### src/rtl/display_pkg.sv
// Shared definitions for the two-source 3-digit display arbiter: FSM encoding,
// active-low segment codes, digit enables and the double-dabble step.
package display_pkg;

    typedef enum logic [1:0] {
        S_IDLE  = 2'd0,
        S_GRANT = 2'd1,
        S_CONV  = 2'd2,
        S_LATCH = 2'd3
    } state_e;

    localparam logic [7:0] SEG_BLANK    = 8'hFF;
    localparam logic [3:0] BCD_BLANK    = 4'hF;
    localparam logic [7:0] DIG_UNITS    = 8'hFE;
    localparam logic [7:0] DIG_TENS     = 8'hFD;
    localparam logic [7:0] DIG_HUNDREDS = 8'hFB;

    // {dp,g,f,e,d,c,b,a}, active low, digits 0..9
    localparam logic [7:0] SEG_TABLE [10] = '{
        8'hC0, 8'hF9, 8'hA4, 8'hB0, 8'h99,
        8'h92, 8'h82, 8'hF8, 8'h80, 8'h98
    };

    // One shift-add-3 iteration on {hundreds, tens, units, binary}.
    function automatic logic [19:0] dabble_step(input logic [19:0] v);
        logic [19:0] r;
        r = v;
        for (int i = 0; i < 3; i++) begin
            if (r[8+4*i +: 4] >= 4'd5)
                r[8+4*i +: 4] = r[8+4*i +: 4] + 4'd3;
        end
        return {r[18:0], 1'b0};
    endfunction

endpackage

### src/rtl/seg7_decode.sv
// BCD digit to active-low 7-segment code; codes above 9 render blank.
module seg7_decode
    import display_pkg::*;
(
    input  logic [3:0] bcd_i,
    output logic [7:0] seg_o
);

    always_comb begin
        seg_o = SEG_BLANK;
        if (bcd_i <= 4'd9)
            seg_o = SEG_TABLE[bcd_i];
    end

endmodule

### src/rtl/display_arbiter.sv
// Round-robin arbiter between two 8-bit sources feeding a multiplexed
// 3-digit 7-segment display via a serial binary-to-BCD converter.
module display_arbiter
    import display_pkg::*;
#(
    parameter int CLK_DIV = 100000
) (
    input  logic       Clk,
    input  logic       Rst,
    input  logic       Req0,
    input  logic [7:0] Dato0,
    input  logic       Req1,
    input  logic [7:0] Dato1,
    output logic       Ack0,
    output logic       Ack1,
    output logic       Busy,
    output logic       Fuente,
    output logic [7:0] Displays,
    output logic [7:0] Segmentos
);

    localparam int PW = (CLK_DIV > 1) ? $clog2(CLK_DIV) : 1;

    state_e        state_q;
    logic          ack0_q, ack1_q, busy_q, fuente_q;
    logic          last_q, gnt_q;
    logic [7:0]    val_q;
    logic [19:0]   dd_q;
    logic [2:0]    cnt_q;
    logic [11:0]   disp_q, disp_d;
    logic          win;

    logic [PW-1:0] presc_q;
    logic [1:0]    idx_q, idx_d;
    logic          presc_wrap;
    logic [7:0]    dig_q, dig_d, seg_q, seg_dec;
    logic [3:0]    code;

    // On a tie the source that was not served last wins.
    assign win    = (Req0 && Req1) ? ~last_q : Req1;
    assign disp_d = (state_q == S_LATCH) ? dd_q[19:8] : disp_q;

    always_ff @(posedge Clk) begin
        if (Rst) begin
            state_q  <= S_IDLE;
            ack0_q   <= 1'b0;
            ack1_q   <= 1'b0;
            busy_q   <= 1'b0;
            fuente_q <= 1'b0;
            last_q   <= 1'b1;
            gnt_q    <= 1'b0;
            val_q    <= '0;
            dd_q     <= '0;
            cnt_q    <= '0;
            disp_q   <= '0;
        end else begin
            ack0_q <= 1'b0;
            ack1_q <= 1'b0;
            disp_q <= disp_d;
            case (state_q)
                S_IDLE: begin
                    if (Req0 || Req1) begin
                        state_q <= S_GRANT;
                        busy_q  <= 1'b1;
                        gnt_q   <= win;
                        val_q   <= win ? Dato1 : Dato0;
                        ack0_q  <= ~win;
                        ack1_q  <= win;
                    end
                end
                S_GRANT: begin
                    state_q <= S_CONV;
                    dd_q    <= {12'd0, val_q};
                    cnt_q   <= '0;
                end
                S_CONV: begin
                    dd_q  <= dabble_step(dd_q);
                    cnt_q <= cnt_q + 3'd1;
                    if (cnt_q == 3'd7)
                        state_q <= S_LATCH;
                end
                S_LATCH: begin
                    state_q  <= S_IDLE;
                    busy_q   <= 1'b0;
                    fuente_q <= gnt_q;
                    last_q   <= gnt_q;
                end
                default: state_q <= S_IDLE;
            endcase
        end
    end

    assign presc_wrap = (presc_q == PW'(CLK_DIV - 1));

    // Segments are decoded from next-state digit/index so both registers
    // switch on the same edge.
    always_comb begin
        idx_d = idx_q;
        if (presc_wrap)
            idx_d = (idx_q == 2'd2) ? 2'd0 : idx_q + 2'd1;
        dig_d = DIG_UNITS;
        code  = disp_d[3:0];
        case (idx_d)
            2'd1: begin
                dig_d = DIG_TENS;
                code  = (disp_d[11:4] == 8'd0) ? BCD_BLANK : disp_d[7:4];
            end
            2'd2: begin
                dig_d = DIG_HUNDREDS;
                code  = (disp_d[11:8] == 4'd0) ? BCD_BLANK : disp_d[11:8];
            end
            default: ;
        endcase
    end

    seg7_decode u_dec (
        .bcd_i (code),
        .seg_o (seg_dec)
    );

    always_ff @(posedge Clk) begin
        if (Rst) begin
            presc_q <= '0;
            idx_q   <= 2'd0;
            dig_q   <= DIG_UNITS;
            seg_q   <= SEG_TABLE[0];
        end else begin
            presc_q <= presc_wrap ? '0 : presc_q + PW'(1);
            idx_q   <= idx_d;
            dig_q   <= dig_d;
            seg_q   <= seg_dec;
        end
    end

    assign Ack0      = ack0_q;
    assign Ack1      = ack1_q;
    assign Busy      = busy_q;
    assign Fuente    = fuente_q;
    assign Displays  = dig_q;
    assign Segmentos = seg_q;

endmodule

### config.mk
export PLATFORM = sky130hd
export DESIGN_NAME = display_arbiter
export DESIGN_NICKNAME = d
export VERILOG_FILES = /design/src/rtl/display_pkg.sv /design/src/rtl/seg7_decode.sv /design/src/rtl/display_arbiter.sv
export SDC_FILE = /design/constraint.sdc
export NUM_CORES = 1
export LEC_CHECK = 0
export ABC_AREA = 1
export ABC_CLOCK_PERIOD_IN_PS = 2700
export CORE_ASPECT_RATIO = 0.8
export CORE_UTILIZATION = 50
export CTS_CLUSTER_DIAMETER = 40
export CTS_CLUSTER_SIZE = 20
export DETAILED_ROUTE_END_ITERATION = 7
export PLACE_DENSITY = 0.84
export SYNTH_ARGS = -nofsm -noshare
export SYNTH_HDL_FRONTEND = slang
export SYNTH_SLANG_ARGS = --single-unit
export TNS_END_PERCENT = 100
### constraint.sdc
create_clock -name Clk -period 2.7 [get_ports Clk]
set_input_delay 0.54 -clock Clk [delete_from_list [all_inputs] [get_ports Clk]]
set_output_delay 0.54 -clock Clk [all_outputs]
set_load 0.02 [all_outputs]
==> Yosys cells after proc, flatten, opt, wreduce, memory -nomap -nowiden <==
Memory sizes are Yosys's and may differ from the RTL's.
Cells that the tools add are included.
{ "classes": {"add_sub_neg": 6, "order_cmp": 5, "n_eq_ne": 10, "n_mux": 22, "bitwise": 6, "reduce_logical": 13} }
{ "ops": {"columns": ["cell", "count"], "rows": [
  ["$pmux 20 s2", 1],
  ["$mux 8", 3],
  ["$add 17x1->17 const B", 1],
  ["$eq 17x17->1 const B", 1],
  ["$mux 4", 4],
  ["$ge 4x3->1 const B", 3],
  ["$mux 12", 1],
  ["$pmux 3 s2", 2],
  ["$add 4x2->4 const B", 2],
  ["$eq 2x2->1 const B", 4],
  ["$logic_not 8->1", 1],
  ["$mux 2", 4],
  ["$pmux 2 s4", 1],
  ["$pmux 4 s2", 1],
  ["$mux 6", 1],
  ["$reduce_and 2->1", 3],
  ["$ge 5x5->1 const B", 1],
  ["$not 1->1", 5],
  ["$not 4->5", 1],
  ["$eq 2x1->1 const B", 2],
  ["$le 4x4->1 const B", 1],
  ["$logic_not 4->1", 1],
  ["$ne 2x2->1 const B", 2],
  ["$reduce_bool 2->1", 2],
  ["12 further kinds", 14]
]} }
{ "totals": {"regBits": 86, "rom_bits": 128, "inputBits": 20, "out_inout_bits": 20, "word_cells": 79, "memories": 1} }
{ "mem_list": {"columns": ["name", "depth", "word_bits", "read_ports", "rd_clocked_by_memory_dff", "write_ports", "line_no", "rtl"], "rows": [
  ["(no name shown)", 16, 8, 1, 0, 0, "seg7_decode.sv:12", "seg_o = SEG_TABLE[bcd_i];"]
]} }

==> Depth between registers and ports, before layout <==
{ "logic_depth": {"word_depth": 10, "ltp_mapped": 19, "depth_no_buf": 18} }

==> Modules after synthesis <==
A second synthesis with hierarchy kept.
{ "unflattened": {"hier_cells": 571, "area_unflattened_um2": 4051.4} }
{ "by_module_without_submodules": {"columns": ["mod", "instances", "cells_per_inst", "area_per_inst_um2"], "rows": [
  ["display_arbiter", 1, 535, 3829.9],
  ["seg7_decode", 1, 36, 221.5]
]} }

==> Worst setup path after synthesis <==
Ideal clock, no wire load.
{ "synth_path": {"kind": "reg2reg", "startpoint": "register presc_q[0]", "endpoint": "register seg_q[3], in the netlist Segmentos[3]", "t_arrival_ns": 2.561, "required_time_ns": 2.572, "setup_slack_ns": 0.011, "path_stages_with_launch": 19, "period_less_slack_ns": 2.689, "path_cell_list": "dfxtp_1 -> ha_1 -> nand2_2 -> nor2_4 -> nand4_1 -> nand2_1 -> o21a_1 -> inv_1 -> ha_1 -> inv_1 -> nor2_1 -> a21oi_2 -> inv_1 -> ha_1 -> inv_1 -> nand3_1 -> nand3_1 -> nor2_1 -> nor2_1"} }
{ "synth_via": {"elab_chain_len": 9, "elab_cells_between_ends": 11} }
{ "synth_lines": {"columns": ["element", "line_no", "rtl"], "rows": [
  ["from (decl)", "display_arbiter.sv:33", "logic [PW-1:0] presc_q;"],
  ["from (signal assigned)", "display_arbiter.sv:128", "presc_q <= presc_wrap ? '0 : presc_q + PW'(1);"],
  ["$eq 17x17->1 *", "display_arbiter.sv:93", "assign presc_wrap = (presc_q == PW'(CLK_DIV - 1));"],
  ["$mux 2 *", "display_arbiter.sv:99", "if (presc_wrap)"],
  ["net idx_d[0]", "display_arbiter.sv:34", "logic [1:0] idx_q, idx_d;"],
  ["$eq 2x2->1 or $eq 2x1->1 (tied branches)", "display_arbiter.sv:103", "case (idx_d)"],
  ["$pmux 4 s2 *", "display_arbiter.sv:103", null],
  ["$not 4->5 (not written as such)", "seg7_decode.sv:12", null],
  ["$mem_v2 16x8", null, null],
  ["$mux 8 (not written as such) (2 in a row)", "seg7_decode.sv:12", null],
  ["$mux 6 *", "seg7_decode.sv:11", "if (bcd_i <= 4'd9)"],
  ["to (signal assigned)", "display_arbiter.sv:126", "seg_q <= SEG_TABLE[0];"],
  ["to (signal assigned)", "display_arbiter.sv:131", "seg_q <= seg_dec;"],
  ["to (decl)", "display_arbiter.sv:36", "logic [7:0] dig_q, dig_d, seg_q, seg_dec;"]
]} }
The timed path passes the listed nets; every way through them passes the cells marked *. The select of a mux whose other input is x is not followed.
A chain may end at the register's enable or synchronous reset.

==> Worst setup path after layout <==
{ "layout_path": {"startpoint": "register presc_q[6]", "endpoint": "register seg_q[3], in the netlist Segmentos[3]"} }
Same word-level chain as after synthesis.

==> results.cfg <==
[timing]
setup-tns-final_ps = 0
fmax_mhz = 380
hold_viol_final = 0
slew_headroom_pct = 60.3
clock_skew_ps = 8.34
post-route-min-period_ps = 2630
setup_viol = 0
fin_crit_sh_pct = 97.4
worst_pin_slew_ps = 590
grt_setup_unrepaired = yes
drv_slew = 0
holdWs_ps = 465

[pwr]
p_switching_mw = 1.14
switching_share_pct = 34.3
power.density_nw_per_um2 = 691
intPower_mw = 2.19
clkPwrFrac_pct = 27.9
pwr-share-comb_pct = 29.2
leakagePower_nw = 2.02
pwr-share-seq_pct = 42.9
ir_worst_vdd_uv = 420

[critical_path]
worstSetupStartpointType = flop
critPathLaunch = presc_q[6]$_SDFF_PP0_
endpoint_kind = flop
cpMaxStageDelayCell = dfxtp_2
rrSetupSlack_ps = 70
endpoint = Segmentos[3]$_SDFF_PP0_
cp_common_cell = inv_2
path_depth = 18
r2r_end = Segmentos[3]$_SDFF_PP0_
rr_worst_depth = 18
cp_cell_sequence = inv_2 -> nand2_2 -> nor4_2 -> nand4_1 -> nand2_1 -> o21a_1 -> inv_2 -> ha_4 -> a21oi_2 -> nand2_1 -> o21a_1 -> inv_2 -> ha_4 -> inv_2 -> nand3_2 -> nand3_2 -> nor2_1 -> nor2_1
crit_arrival_ps = 2860
cpPeakStageDelay_ps = 330
worstPathRequired_ps = 2930
crit_buf_inv = 4
r2r_start = presc_q[6]$_SDFF_PP0_
cp_top_family = simple AND/OR/NAND/NOR gates
crit_path_max_fanout = 5
path_class = flop to flop

[yosys]
synth_cells = 550
synth_async_sr_flop_share_pct = 0
synth.largest_area_cell = dfxtp_1
synth_commonest_cells = nand2_1, dfxtp_1, inv_1
synth_cell_type_count = 41
synth_edf_count = 0
synth_top_area_share_pct = 40.2
synthTopCellsByArea = dfxtp_1, nand2_1, ha_1
syn-mean-instance-area_sq_um = 7.25
yosysMostFrequentCell = nand2_1
synth_seq_cells = 80
synth.yosys.seq_area_share_pct = 40.2
syn_area_sq_um = 3990
yosys_warnings = 0
yosys_most_used_dff = dfxtp_1

[clock_network]
clk_pin_slew_ps = 80
htreeDepth = 3
clockBufferDepth = 2
cts_hold_buf = 0
cts_tree = built
cts-root-buf = clkbuf_8
clock_sinks = 80
cts_buffers = 9
insertion_delay_ps = 350

[grt]
grt_pass1_vias = 3424
antenna_found_initial = 0
grt-ovfl-total = 0
grt_use_total_pct = 22.5
grt_pass1_wl_mm = 14.7
grt_max_degree = 39

[route]
vias_per_cell = 5.04
drc_errors = 0
firstDrtPassIters = 4
wirelength_mm = 8.60
antenna_left = 0
wl_per_cell_um = 12.2
dr_total_vias = 3564
first_iter_violations = 185

[flow_run]
maxCapViolCount = 0

[final_layout]
fin_util_pct = 63.8
nNetsFinal = 640
drive_above_1_share_pct = 14.6
insertedDiodeCount = 0
area_growth_pct = 21.2

[die]
dieArea_sq_um = 8340
die_height_um = 81.9
placementRows = 28
start_util_pct = 52.7
io_pins = 40
die_w_um = 102
core_area_sq_um = 7570

[min_path]
holdCritStartpoint = Fuente$_SDFFE_PP0P_
min_path_type = flop to flop

[run_status]
status = finished, final reports clean

[place]
port_buffers = 33
place_hpwl_mm = 6.11
place_congestion = 0.820
timing repair:
item                                    in CTS  in global routing
setup buffers                                2                  1
gates resized for setup                      7                 28
endpoints found under the setup margin       7                  7
pin swaps                                    1                  6
endpoints found under the hold margin        0                  0
power groups by stage:
stage | logic, mW | registers (mW) | clock network [mW]
after CTS | 0.954 | 1.43 | 0.952
after detailed placement | 0.944 | 1.46 | 0
after floorplan | 0.738 | 1.45 | 0
after global placement | 0.909 | 1.45 | 0
final | 0.974 | 1.43 | 0.931
after global routing | 1.11 | 1.45 | 0.998
layer usage:
layer / share of wire, % / vias up / GRT usage, %
met3: 3.3 / 11 / 4.94
met5: 0 / - / 0
met4: 1.5 / 0 / 9.43
li1: - / 1845 / -
met2: 48 / 69 / 39.3
met1: 48 / 1639 / 26.8
registers in the layout, summed over array words and instances, names as in the netlist, 2 cells and up:
signal	count
disp_q	12
Displays	3
cnt_q	3
val_q	8
presc_q	17
state_q	2
idx_q	2
Segmentos	7
dd_q	20
placed cells by master, fill, tap and decap left out, drive strengths merged:
cell type	count
bufinv	1
o211ai	8
nor2	45
clkinv	4
nor3b	4
a31o	1
ha	23
a21oi	44
nand4	4
o21bai	1
clkdlybuf4s50	33
or2	4
xor2	4
conb	6
nor4	3
dfxtp	80
nand3	29
a31oi	8
o21ai	24
nor3	8
and3	1
buf	19
clkbuf	14
a211oi	2
o21a	2
nand2	163
xnor2	1
inv	66
layout make-up:
type	count	area (sq um)
inverters	69	262
clock buffers	14	183
well taps	105	131
flip-flops and latches	80	1610
multi-input cells	385	2140
clock inverters	2	35.0
repair buffers	52	477
fillers	634	2740
logic make-up after synthesis:
family          count (synthesis)  share of synthesized area (%)
flops                          80                           40.2
buf+inv                        90                           9.60
fa+ha+maj                      23                           7.22
xor+xnor                        5                           1.10
compound gates                 90                           12.6
other cells                     1                         0.0941
simple gates                  261                           29.2
worst reg2reg max path, stage by stage (launching register included):
cell	delay [ps]
dfxtp_2	330
inv_2	50
nand2_2	50
nor4_2	210
nand4_1	240
nand2_1	130
o21a_1	160
inv_2	70
ha_4	290
a21oi_2	40
nand2_1	50
o21a_1	180
inv_2	110
ha_4	290
inv_2	30
nand3_2	60
nand3_2	60
nor2_1	100
nor2_1	40
how the worst min path moves through the flow:
stage	cells past startpoint	endpoint
6_report	2	Fuente$_SDFFE_PP0P_
5_1_grt	2	disp_q[0]$_SDFF_PP0_
4_1_cts	2	Fuente$_SDFFE_PP0P_
3_3_place_gp	2	Fuente$_SDFFE_PP0P_
3_5_place_dp	2	Fuente$_SDFFE_PP0P_
2_1_floorplan	2	last_q$_SDFFE_PP1P_
stage by stage:
step | cell area [sq um] | power (mW) | setup WS (ps) | std cells
after CTS | 4720 | 3.33 | 24.5 | 706
final | 4830 | 3.34 | 71.0 | 707
after global routing | 4830 | 3.56 | -86.1 | 707
after global placement | 4470 | 2.36 | 48.2 | 688
after detailed placement | 4470 | 2.40 | -152 | 688
after floorplan | 4010 | 2.18 | 11.2 | 555
Power figures use the tool's default switching activity.
